## src/rtl/lr_sc_reservation_unit_pkg.sv

```systemverilog
// ============================================================================
// Module      : lr_sc_reservation_unit_pkg
// Description : Shared constants and types for the LR/SC reservation unit.
// Revision    : 1.0 - initial release
// ============================================================================
`default_nettype none

package lr_sc_reservation_unit_pkg;

    localparam int c_DEFAULT_NUM_HARTS  = 16;
    localparam int c_DEFAULT_ADDR_WIDTH = 32;

    // Reservation granule is one 32-bit word, so the two byte-offset bits drop.
    typedef logic [c_DEFAULT_ADDR_WIDTH-3:0] word_addr_t;

    // Value written back to rd by a store-conditional.
    localparam logic c_SC_SUCCESS = 1'b0;
    localparam logic c_SC_FAIL    = 1'b1;

endpackage

`default_nettype wire

```

## src/rtl/lr_sc_reservation_unit_reservation_entry.sv

```systemverilog
// ============================================================================
// Module      : reservation_entry
// Description : One hart's reservation: valid bit, word address, match logic.
// Revision    : 1.0 - initial release
// ============================================================================
`default_nettype none

module reservation_entry #(
    parameter int WORD_WIDTH = 30
) (
    input  logic                  i_clk,
    input  logic                  i_reset_n,
    input  logic                  i_set,
    input  logic                  i_clear,
    input  logic [WORD_WIDTH-1:0] i_word,
    output logic                  o_valid,
    output logic                  o_match
);

    logic                  r_valid;
    logic [WORD_WIDTH-1:0] r_word;

    always_ff @(posedge i_clk or negedge i_reset_n) begin
        if (!i_reset_n) begin
            r_valid <= 1'b0;
        end else if (i_set) begin
            r_valid <= 1'b1;
        end else if (i_clear) begin
            r_valid <= 1'b0;
        end
    end

    // Address is meaningless while invalid, so it carries no reset.
    always_ff @(posedge i_clk) begin
        if (i_set) begin
            r_word <= i_word;
        end
    end

    assign o_valid = r_valid;
    assign o_match = r_valid && (r_word == i_word);

endmodule

`default_nettype wire

```

## src/rtl/lr_sc_reservation_unit.sv

```systemverilog
// ============================================================================
// Module      : lr_sc_reservation_unit
// Description : Per-hart LR/SC reservation tracking with registered SC result.
// Revision    : 1.0 - initial release
// ============================================================================
`default_nettype none

module lr_sc_reservation_unit
    import lr_sc_reservation_unit_pkg::*;
#(
    parameter int NUM_HARTS  = c_DEFAULT_NUM_HARTS,
    parameter int ADDR_WIDTH = c_DEFAULT_ADDR_WIDTH,
    localparam int HART_W    = (NUM_HARTS > 1) ? $clog2(NUM_HARTS) : 1
) (
    input  logic                  i_clk,
    input  logic                  i_reset_n,
    input  logic                  i_valid,
    input  logic [HART_W-1:0]     i_hart_id,
    input  logic                  i_res_station_valid,
    input  logic                  i_store_cond,
    input  logic                  i_mem_wr,
    input  logic [ADDR_WIDTH-1:0] i_addr,
    output logic                  o_sc_valid,
    output logic                  o_sc_fail,
    output logic                  o_sc_mem_we,
    output logic [HART_W-1:0]     o_sc_hart_id,
    output logic [NUM_HARTS-1:0]  o_resv_valid
);

    localparam int c_WORD_W = ADDR_WIDTH - 2;

    logic [c_WORD_W-1:0]  w_word;
    logic                 w_unused_byte_offset;
    logic                 w_is_sc;
    logic                 w_is_lr;
    logic                 w_is_st;
    logic                 w_sc_success;
    logic [NUM_HARTS-1:0] w_self;
    logic [NUM_HARTS-1:0] w_match;
    logic [NUM_HARTS-1:0] w_set;
    logic [NUM_HARTS-1:0] w_clear;
    logic [NUM_HARTS-1:0] w_valid;

    logic                 r_sc_valid;
    logic                 r_sc_fail;
    logic                 r_sc_mem_we;
    logic [HART_W-1:0]    r_sc_hart_id;

    assign w_word               = i_addr[ADDR_WIDTH-1:2];
    assign w_unused_byte_offset = ^i_addr[1:0];

    // Only the highest-priority strobe acts: SC, then LR, then plain store.
    assign w_is_sc = i_valid & i_store_cond;
    assign w_is_lr = i_valid & ~i_store_cond & i_res_station_valid;
    assign w_is_st = i_valid & ~i_store_cond & ~i_res_station_valid & i_mem_wr;

    assign w_sc_success = |(w_self & w_match);

    generate
        for (genvar g = 0; g < NUM_HARTS; g++) begin : g_entry
            assign w_self[g]  = (i_hart_id == HART_W'(g));
            assign w_set[g]   = w_is_lr & w_self[g];
            // A successful SC is a store, so it kills every reservation on the word.
            assign w_clear[g] = (w_is_sc & w_self[g])
                              | (w_is_sc & w_sc_success & w_match[g])
                              | (w_is_st & ~w_self[g] & w_match[g]);

            reservation_entry #(
                .WORD_WIDTH (c_WORD_W)
            ) u_entry (
                .i_clk     (i_clk),
                .i_reset_n (i_reset_n),
                .i_set     (w_set[g]),
                .i_clear   (w_clear[g]),
                .i_word    (w_word),
                .o_valid   (w_valid[g]),
                .o_match   (w_match[g])
            );
        end
    endgenerate

    always_ff @(posedge i_clk or negedge i_reset_n) begin
        if (!i_reset_n) begin
            r_sc_valid   <= 1'b0;
            r_sc_fail    <= 1'b0;
            r_sc_mem_we  <= 1'b0;
            r_sc_hart_id <= '0;
        end else begin
            r_sc_valid  <= w_is_sc;
            r_sc_fail   <= (w_is_sc && !w_sc_success) ? c_SC_FAIL : c_SC_SUCCESS;
            r_sc_mem_we <= w_is_sc & w_sc_success;
            if (w_is_sc) begin
                r_sc_hart_id <= i_hart_id;
            end
        end
    end

    assign o_sc_valid   = r_sc_valid;
    assign o_sc_fail    = r_sc_fail;
    assign o_sc_mem_we  = r_sc_mem_we;
    assign o_sc_hart_id = r_sc_hart_id;
    assign o_resv_valid = w_valid;

endmodule

`default_nettype wire

```

## config.mk

```make
export PLATFORM = sky130hd
export DESIGN_NAME = lr_sc_reservation_unit
export DESIGN_NICKNAME = d
export VERILOG_FILES = /design/src/rtl/lr_sc_reservation_unit_pkg.sv /design/src/rtl/lr_sc_reservation_unit_reservation_entry.sv /design/src/rtl/lr_sc_reservation_unit.sv
export SDC_FILE = /design/constraint.sdc
export NUM_CORES = 1
export LEC_CHECK = 0
export BUFFER_PORTS_ARGS = -buffer_cell sky130_fd_sc_hd__buf_4
export CAP_MARGIN = 20
export CELL_PAD_IN_SITES_DETAIL_PLACEMENT = 0
export CELL_PAD_IN_SITES_GLOBAL_PLACEMENT = 1
export CORE_MARGIN = 2
export CORE_UTILIZATION = 50
export CTS_CLUSTER_DIAMETER = 200
export DETAILED_ROUTE_END_ITERATION = 10
export PLACE_DENSITY_LB_ADDON = 0.12
export SLEW_MARGIN = 25
export SYNTH_ARGS = -nofsm -noshare
export SYNTH_HDL_FRONTEND = slang
export SYNTH_SLANG_ARGS = --single-unit
```

## constraint.sdc

```tcl
create_clock -name i_clk -period 2.2 [get_ports i_clk]
set_input_delay 0.44 -clock i_clk [delete_from_list [all_inputs] [get_ports i_clk]]
set_output_delay 0.44 -clock i_clk [all_outputs]
set_load 0.005 [all_outputs]
```

==> summary.md, run 1 <==
The run finished, with violations left. The final reports fail on setup timing. The switching share of power is 0.217, and the area share of the leading cell type in the synthesized netlist is 0.658.

Synthesis inferred 503 register bits. The clock net in this run drives a total of 503 sinks. The clock-pin slew of the registers on the worst-case setup and hold paths came out at 60 ps.

The logs give 0.804 for the last weighted congestion value of the routability-driven placer and 4 for the number of search-and-repair iterations in the first detailed-routing pass. Clock skew on the completed layout was measured at 12.4 ps. The number of synthesized flops with an enable pin was 480; the number of clock buffers inserted by TritonCTS was 52. Per-cell via count in the routed design: 5.44.

The final net count was 1,675. The endpoint required time on the critical path came out at 2670 ps. The most used flip-flop cell after synthesis was sky130_fd_sc_hd__edfxtp_1. The tools report the hold violation total from the final report as 0.

Yosys printed 0 warnings. The number of slew-limit violations in the final report is 0. STA puts the critical path data arrival time at 2860 ps. For this run, design rule violations remaining after detail routing come to 0. CTS built an H-tree with a depth of 2.

By area the synthesized netlist is led by sky130_fd_sc_hd__edfxtp_1 66%, sky130_fd_sc_hd__xnor2_1 17%, sky130_fd_sc_hd__nand4_1 3.3%. The synthesized netlist contains 28 unique library cells. The remaining global-route overflow is 0, and the fraction of registers with async set or reset after synthesis is 0.0457.

The tools report the combinational share of power as 0.076. When the netlist entered floorplanning its net count stood at 1,414. Total routing resource utilization after global routing: 0.255. Setup repair after global routing could not meet its margin everywhere.

In this run the worst path has a maximum fanout of 7. The routed length per placed instance was 24.9 µm. After detailed routing, the met2 layer carries 26.3 mm of wire.

For the wire length reported by the detailed router, the log shows 56.3 mm. Relative to the synthesized area, the layout overhead comes to 20.1%. The completed layout was analyzed and its total power is 20.6 mW. The worst-skew pair later-pin latency came out at 590 ps.

The relative contribution of the clock network to total power is 0.411, and the number of failing setup endpoints in the final timing report is 18. The initial antenna violation count came out at 0. The tools report the headroom to the max-slew limit as 0.661. The path class of the tightest hold or removal check is primary input to register. After routing, the total negative slack on setup checks comes to -2860 ps. The logs give 0.508 for the starting density of the core and -194 ps for the slack of the critical path. The core region area is 43,200 µm², and the quantity of I/O buffers inserted on ports is 62. The part of the power in registers came out at 0.514. The sum of net half-perimeters after detailed placement was 38.3 mm; the internal power was 16.1 mW. Static timing analysis puts the maximum clock frequency at 0.418 GHz.

The die covers 45,500 µm². In this run the remaining antenna-violating nets after routing total 0. Across the run, the number of max-cap violations was 0. STA classifies the critical path endpoint as a register. The average instance in the mapped netlist occupies 16.0 µm².

The via count of the first global-routing pass was 12,100. The run gives 1,372 as the synthesized instance count. The type of the worst setup path was register to register. For the number of I/O pins, the log shows 65. The routed design uses 3.35 mm of met3 wire. TritonCTS built the clock tree.

Highest signal layer in the routed design: met4. Row generation in the floorplan step produced 76 rows. The worst-case clock buffer depth was 3; the floorplan die height was 213 µm.

In this run the power spent charging and discharging nets is 4.49 mW. The part of the Yosys area used for sequential elements is 0.684. IR analysis of the VDD net gives a maximum drop of 0.696 mV.

For this block, the initial DRC count from the detailed router was 1,147. The worst setup path is launched from a register. The detailed router placed 12,300 vias in this run. Clock tree synthesis selected as its root buffer the cell sky130_fd_sc_hd__clkbuf_16. The post-route minimum period works out to 2390 ps.

The synthesized netlist occupies a cell area of 21,900 µm². The die is 213 µm wide. The analysis attributes to cell leakage a power of 8.44 nW. The tools report the length of routed wiring on met1 as 25.2 mm.

The areal power density over the cells was 784 nW/µm². The share of cells above drive strength 1 came out at 0.237. Entering global routing, the biggest net connects 39 pins.

The final period utilization works out to 1.09. Summed over all instances, the cell type with the most area after synthesis is sky130_fd_sc_hd__edfxtp_1. The first global-routing pass estimated 82.2 mm of wire.

For the final-layout fill cell count, the log shows 3,382. At the pin with the least slew margin, the transition time is 509 ps.
## per-stage QoR
step / std cells / hold WS (ps) / setup WS (ps) / area (µm²) / utilization
floorplan: 1372 / 144 / -302 / 22000 / -
global placement: 2162 / 376 / -767 / 24600 / 0.570
detailed placement: 2162 / 378 / -742 / 24600 / 0.570
CTS: 2258 / 64.7 / -261 / 26300 / 0.609
global route: 2259 / 76.5 / -281 / 26300 / 0.610
finish: 2260 / 100 / -194 / 26300 / 0.610
## per-layer routing
metal  vias to the layer above  GRT usage
li1                       5570          -
met1                      6283      0.370
met2                       360      0.398
met3                        89     0.0404
met4                         0     0.0809
met5                         -          0
## area by class of cell
| cell class | instances | area, µm² | share of cell area |
|---|---|---|---|
| Tap cell | 585 | 732 | 0.0278 |
| Clock buffer | 69 | 1400 | 0.0530 |
| Clock inverter | 26 | 214 | 0.00813 |
| Antenna cell | 1 | 2.50 | 0.0000950 |
| Sequential cell | 503 | 15000 | 0.569 |
| Inverter | 1 | 3.75 | 0.000143 |
| Multi-Input combinational cell | 781 | 6200 | 0.235 |
| Timing Repair Buffer | 294 | 2790 | 0.106 |
## critical path, stage by stage, from the launching register on
cell	delay, ps
sky130_fd_sc_hd__edfxtp_1	420
sky130_fd_sc_hd__xnor2_2	250
sky130_fd_sc_hd__nand4_1	170
sky130_fd_sc_hd__nor4_2	310
sky130_fd_sc_hd__nand4_1	200
sky130_fd_sc_hd__buf_6	190
sky130_fd_sc_hd__o2111ai_4	210
sky130_fd_sc_hd__nor4_4	110
sky130_fd_sc_hd__clkbuf_16	190
sky130_fd_sc_hd__o31a_1	230
## path summary, 6_finish.rpt
| check | start | end | slack [ps] | depth (start not counted) |
|---|---|---|---|---|
| max in group asynchronous | i_reset_n | g_entry[5].u_entry.o_valid | 1620 | 2 |
| setup reg to reg | g_entry[14].u_entry.r_word[22] | g_entry[11].u_entry.o_valid | -190 | 9 |
| min in group asynchronous | i_reset_n | o_sc_mem_we | 310 | 2 |
| hold / removal | i_addr[22] | g_entry[14].u_entry.r_word[20] | 100 | 1 |
| hold reg to reg | o_sc_hart_id[2] | o_sc_hart_id[2] | 510 | 1 |
| setup / recovery | g_entry[14].u_entry.r_word[22] | g_entry[11].u_entry.o_valid | -190 | 9 |
## flip-flops by register name, indices dropped and copies added, names as in the netlist
signal and cells:
g_entry.u_entry.r_word 480, o_sc_valid 1, o_sc_mem_we 1, g_entry.u_entry.o_valid 16
o_sc_fail 1, o_sc_hart_id 4
## cell usage after synthesis (2+ instances only)
cell type,count
sky130_fd_sc_hd__clkbuf_1,9
sky130_fd_sc_hd__xnor2_2,5
sky130_fd_sc_hd__nand2_1,23
sky130_fd_sc_hd__buf_6,39
sky130_fd_sc_hd__nor4_2,2
sky130_fd_sc_hd__dfrtp_1,23
sky130_fd_sc_hd__nor2_1,19
sky130_fd_sc_hd__o31a_1,16
sky130_fd_sc_hd__xor2_1,44
sky130_fd_sc_hd__buf_8,7
sky130_fd_sc_hd__buf_4,30
sky130_fd_sc_hd__nor2b_1,5
sky130_fd_sc_hd__nand4_1,116
sky130_fd_sc_hd__nand3_1,18
sky130_fd_sc_hd__edfxtp_1,480
sky130_fd_sc_hd__o21ai_0,32
sky130_fd_sc_hd__a22oi_1,16
sky130_fd_sc_hd__o2111ai_2,3
sky130_fd_sc_hd__nand3b_1,6
sky130_fd_sc_hd__mux2_2,4
sky130_fd_sc_hd__nor4_1,38
sky130_fd_sc_hd__xnor2_1,431
## cell usage in the layout, fill, tap and decap left out, types with 18 or more instances in the layout
master | Yosys | final
sky130_fd_sc_hd__edfxtp_1 | 480 | 480
sky130_fd_sc_hd__xnor2_1 | 431 | 429
sky130_fd_sc_hd__buf_4 | 30 | 246
sky130_fd_sc_hd__nand4_1 | 116 | 116
sky130_fd_sc_hd__clkbuf_16 | 0 | 54
sky130_fd_sc_hd__buf_12 | 1 | 45
sky130_fd_sc_hd__xor2_1 | 44 | 44
sky130_fd_sc_hd__nor4_1 | 38 | 37
sky130_fd_sc_hd__o21ai_0 | 32 | 32
sky130_fd_sc_hd__dfrtp_1 | 23 | 23
sky130_fd_sc_hd__nand2_1 | 23 | 22
sky130_fd_sc_hd__nand3_1 | 18 | 18
## power groups by stage
stage               combinational (mW)  sequential, mW  clock, mW
finish                            1.56            10.6       8.48
global route                      1.66            10.6       9.01
CTS                               1.58            10.6       8.64
detailed placement                1.56            10.8          0
global placement                  1.54            10.8          0
floorplan                        0.795            10.8          0
## repair_timing
item	4_1_cts	5_1_grt
endpoints found under the hold margin	23	0
gates cloned	0	1
endpoints found under the setup margin	18	18
pin swaps	2	3
gates resized for setup	5	3
hold buffers	1	0
buffers inserted	0	1
## cell families (layout without fill, tap and decap cells)
logic type      count (synthesis)  count (layout)  share of synthesized area
flops                         503             503                      0.684
xor+xnor                      480             480                      0.193
simple gates                  229             229                     0.0611
buf+inv                        88             390                     0.0379
compound gates                 68              68                     0.0216
mux                             4               4                    0.00205
other cells                     0               1                          0
Note: power is estimated with default switching activity, not from simulation.
==> inputs of run 2 (changes only) <==
--- a/config.mk
+++ b/config.mk
@@ -5,12 +5,13 @@
 export SDC_FILE = /design/constraint.sdc
 export NUM_CORES = 1
 export LEC_CHECK = 0
+export ABC_AREA = 1
 export BUFFER_PORTS_ARGS = -buffer_cell sky130_fd_sc_hd__buf_4
 export CAP_MARGIN = 20
 export CELL_PAD_IN_SITES_DETAIL_PLACEMENT = 0
 export CELL_PAD_IN_SITES_GLOBAL_PLACEMENT = 1
 export CORE_MARGIN = 2
-export CORE_UTILIZATION = 50
+export CORE_UTILIZATION = 49
 export CTS_CLUSTER_DIAMETER = 200
 export DETAILED_ROUTE_END_ITERATION = 10
 export PLACE_DENSITY_LB_ADDON = 0.12
==> summary.md, run 2 <==
The run finished, with violations left. The checks that failed: setup timing. The hold violation total from the final report came out at 0 (unchanged).

The slack of the critical path was -301 ps (-107 ps). The worst setup path is captured at a register. The internal power was 17.4 mW (+7.8%). The arrival time reported for the critical path endpoint was 3020 ps (+160 ps).

The logs give 26,200 µm² (+20%) for the area of the mapped netlist and 2,914 (+110%) for the synthesized instance count. The number of nets in the synthesized netlist is 2,956 (+110%). The register bit total from synthesis was 503 (unchanged). TritonCTS built the clock tree. The post-route minimum period works out to 2500 ps (+107 ps). The number of failing setup endpoints in the final timing report was 18 (unchanged).

The run gives 0.497 (-0.0107) as the starting density of the core. The logs give 2720 ps (+50 ps) for the endpoint required time on the critical path and 2 (+2) for the initial antenna violation count. The highest fanout seen on the critical path is 8 (+1), and the number of synthesized flops with an enable pin is 480 (unchanged). The logs give 15.6 nW (+85%) for the cell leakage power and 0 (unchanged) for the total of max-cap violations. The logs give 40 (+43%) for the number of library cell types mapped by synthesis and 2,897 (+150%) for the number of violations reported at the end of detailed-routing iteration 0.

The run gives 0 (unchanged) as the remaining global-route overflow. The mean instance size in the synthesized netlist is 9.00 µm² (-44%), and the biggest cell delay along the critical path is 570 ps (+150 ps). Headroom to the max-slew limit: 0.663 (+0.00244). The switching share of power is 0.261 (+0.0430). The part of the Yosys area used for sequential elements came out at 0.572 (-0.112). Sorting the synthesized cells by area gives the leading types as sky130_fd_sc_hd__edfxtp_1 55%, sky130_fd_sc_hd__nand2_1 14%, sky130_fd_sc_hd__inv_1 6.3%. The logs give 52,800 µm² (+22%) for the core region area and 640 ps (+50 ps) for the worst-skew pair later-pin latency.

The total net switching power was 6.13 mW (+37%); the routed length per placed instance was 24.5 µm (-1.7%). The critical path goes through xnor2_4, buf_6, nand3_4, nor2_4, nand2_1, nor2_1, nand3_1, buf_6, nand2_4, nor2_4, nand2_4, o21ai_4, buf_12, nand2_4, nand2_2, nand2_2, nand2_2. The run gives -4220 ps (-1360 ps) as the setup total negative slack.

The largest total area in the synthesized netlist belongs to sky130_fd_sc_hd__edfxtp_1. The tools report the part of the power in registers as 0.455 (-0.059). Number of search-and-repair iterations in the first detailed-routing pass: 5 (+1).

STA classifies the critical path startpoint as a register. The post-placement cell count was 4,265 (+97%). The total number of vias is 24,000 (+95%).

The logs give 23,800 (+97%) for the via count of the first global-routing pass and 55,400 µm² (+22%) for the die area. The first-pass GRT wire length came out at 155 mm (+89%). In this run the clock root is driven by a sky130_fd_sc_hd__clkbuf_16. The type of the worst setup path is register to register. The tools report the relative contribution of the clock network to total power as 0.407 (-0.004). The area growth from synthesis to layout was 34.2%; the CTS sink count was 503 (unchanged).

The per-cell via count in the routed design is 5.48 (+0.59%). The path class of the lowest-slack min-delay path is primary input to register. The logs give 65 (unchanged) for the number of I/O pins and 0 (unchanged) for the DRC violation count after routing. The number of levels the H-tree was split into was 2 (unchanged); the number of synthesis warnings was 0 (unchanged). Combinational share of power: 0.138 (+0.062). The last weighted congestion value of the routability-driven placer was 0.989 (+23%). Number of clock buffers inserted by TritonCTS: 56 (+7.7%). The number of routed nets with antenna violations was 0 (unchanged); the width of the die was 235 µm (+10%). The fraction of registers with async set or reset after synthesis works out to 0.0457 (unchanged). The run gives 107 mm (+90%) as the wire length reported by the detailed router.

The slowest stage of the critical path is the sky130_fd_sc_hd__edfxtp_1 cell. Among all cell types in the netlist, the one instantiated most often is sky130_fd_sc_hd__nand2_1. The achievable clock frequency is 0.400 GHz (-4.3%), and the pin slew with the least headroom to its limit is 501 ps (-7.26 ps). The total routing resource utilization after global routing was 0.388 (+0.133); the clock-pin slew of the registers on the worst-case setup and hold paths was 60 ps (about the same). The share of cells above drive strength 1 was 0.254 (+0.0170).

The register with the most flip-flops in the final layout is g_entry.u_entry.r_word. The minimum hold slack was 47.9 ps (-52.1 ps). Setup repair after global routing could not meet its margin everywhere. The number of slew-limit violations in the final report was 0 (unchanged).

The leading cell type in the layout, fill and taps excluded was sky130_fd_sc_hd__nand2_1. The floorplan die height is 235 µm (+10%), and the worst-case vdd ir drop is 0.632 mV (-9.3%). Number of placement rows: 84 (+11%).

The final period utilization was 1.14 (+0.0489). The area share of the leading cell type in the synthesized netlist works out to 0.550 (-0.108). The commonest cells after synthesis are 1,012 x sky130_fd_sc_hd__nand2_1, 480 x sky130_fd_sc_hd__edfxtp_1, 440 x sky130_fd_sc_hd__inv_1. The quantity of I/O buffers inserted on ports works out to 62 (unchanged). The tools report the sum of net half-perimeters after detailed placement as 81.5 mm (+110%). The number of standard cells in the final layout excluding fillers is 4,376 (+94%), and the worst setup skew after layout is 17.5 ps (+5.11 ps). The worst-case clock buffer depth came out at 3 (unchanged). The areal power density over the cells is 668 nW/µm² (-15%), and the number of flip-flops in the largest register is 480 (unchanged).

The run gives 3,681 (+120%) as the final net count. In the synthesized netlist the dominant register cell turns out to be sky130_fd_sc_hd__edfxtp_1. The largest net degree at the start of global routing came out at 32 (-18%). In the layout the commonest cells are 998 x sky130_fd_sc_hd__nand2_1, 679 x sky130_fd_sc_hd__buf_4, 480 x sky130_fd_sc_hd__edfxtp_1, 439 x sky130_fd_sc_hd__inv_1, 216 x sky130_fd_sc_hd__nor2_1.
==> run 2: metrics by stage <==
stage | setup WS [ps] | cell area, µm² | util | power (mW)
2_1_floorplan | -442 | 26200 | - | 12.1
3_3_place_gp | -777 | 33200 | 0.629 | 14.0
3_5_place_dp | -760 | 33200 | 0.629 | 14.0
4_1_cts | -322 | 35100 | 0.665 | 23.5
5_1_grt | -331 | 35200 | 0.667 | 24.0
6_report | -301 | 35200 | 0.667 | 23.5
==> run 2: layout make-up <==
class | count | area [µm²]
clock buffer | 70 | 1530
sequential | 503 | 15000
clock inverter | 36 | 313
multi-input combinational | 1851 | 8910
fill | 4271 | 17600
inverter | 458 | 1730
tap | 688 | 861
antenna | 1 | 2.50
timing repair buffer | 769 | 6860
==> run 2: path summary, 6_finish.rpt <==
kind / start / to / slack, ps / cells past startpoint
max: g_entry[5].u_entry.r_word[8] / g_entry[6].u_entry.o_valid / -300 / 17
min: i_addr[25] / g_entry[2].u_entry.r_word[23] / 50 / 1
max reg2reg: g_entry[5].u_entry.r_word[8] / g_entry[6].u_entry.o_valid / -300 / 17
min reg2reg: o_sc_hart_id[2] / o_sc_hart_id[2] / 490 / 2
max in group asynchronous: i_reset_n / g_entry[3].u_entry.o_valid / 1510 / 2
min in group asynchronous: i_reset_n / g_entry[5].u_entry.o_valid / 320 / 2
==> run 2: power by group through the flow <==
stage	combinational (mW)	sequential, mW	clock (mW)
floorplan	1.18	10.9	0
global placement	3.13	10.9	0
detailed placement	3.15	10.9	0
CTS	3.17	10.7	9.62
global route	3.41	10.7	9.94
finish	3.25	10.7	9.58
==> run 2: kinds of logic (layout without fill, tap and decap cells) <==
family                    count (synthesis)  count (layout)  synth area share
AOI/OAI and AO/OA                       109             109            0.0265
xor gates and xnor gates                155             155            0.0518
buffers and inverters                   560            1333            0.0958
DFF                                     503             503             0.572
other                                     0               1                 0
and+or+nand+nor                        1587            1587             0.254
==> run 2: per-layer routing <==
layer | vias to the layer above | GRT usage | wire (µm)
li1 | 10900 | - | -
met1 | 11400 | 0.510 | 40900
met2 | 1394 | 0.613 | 47900
met3 | 281 | 0.0643 | 11300
met4 | 2 | 0.221 | 7060
met5 | - | 0 | 13
==> run 2: critical path, delay by kind of cell, from the launching register on <==
family	cells	cell delay (ps)
buffers and inverters	3	510
AO/OA/AOI/OAI	1	80
XOR/XNOR	1	320
flip-flops	1	570
AND/OR/NAND/NOR	12	870
==> run 2: what timing repair did <==
item | 4_1_cts | 5_1_grt
hold buffers | 1 | 0
endpoints found under the setup margin | 18 | 18
hold endpoints to repair | 23 | 0
pin swaps | 11 | 17
resized for setup | 11 | 25
buffers inserted | 1 | 2
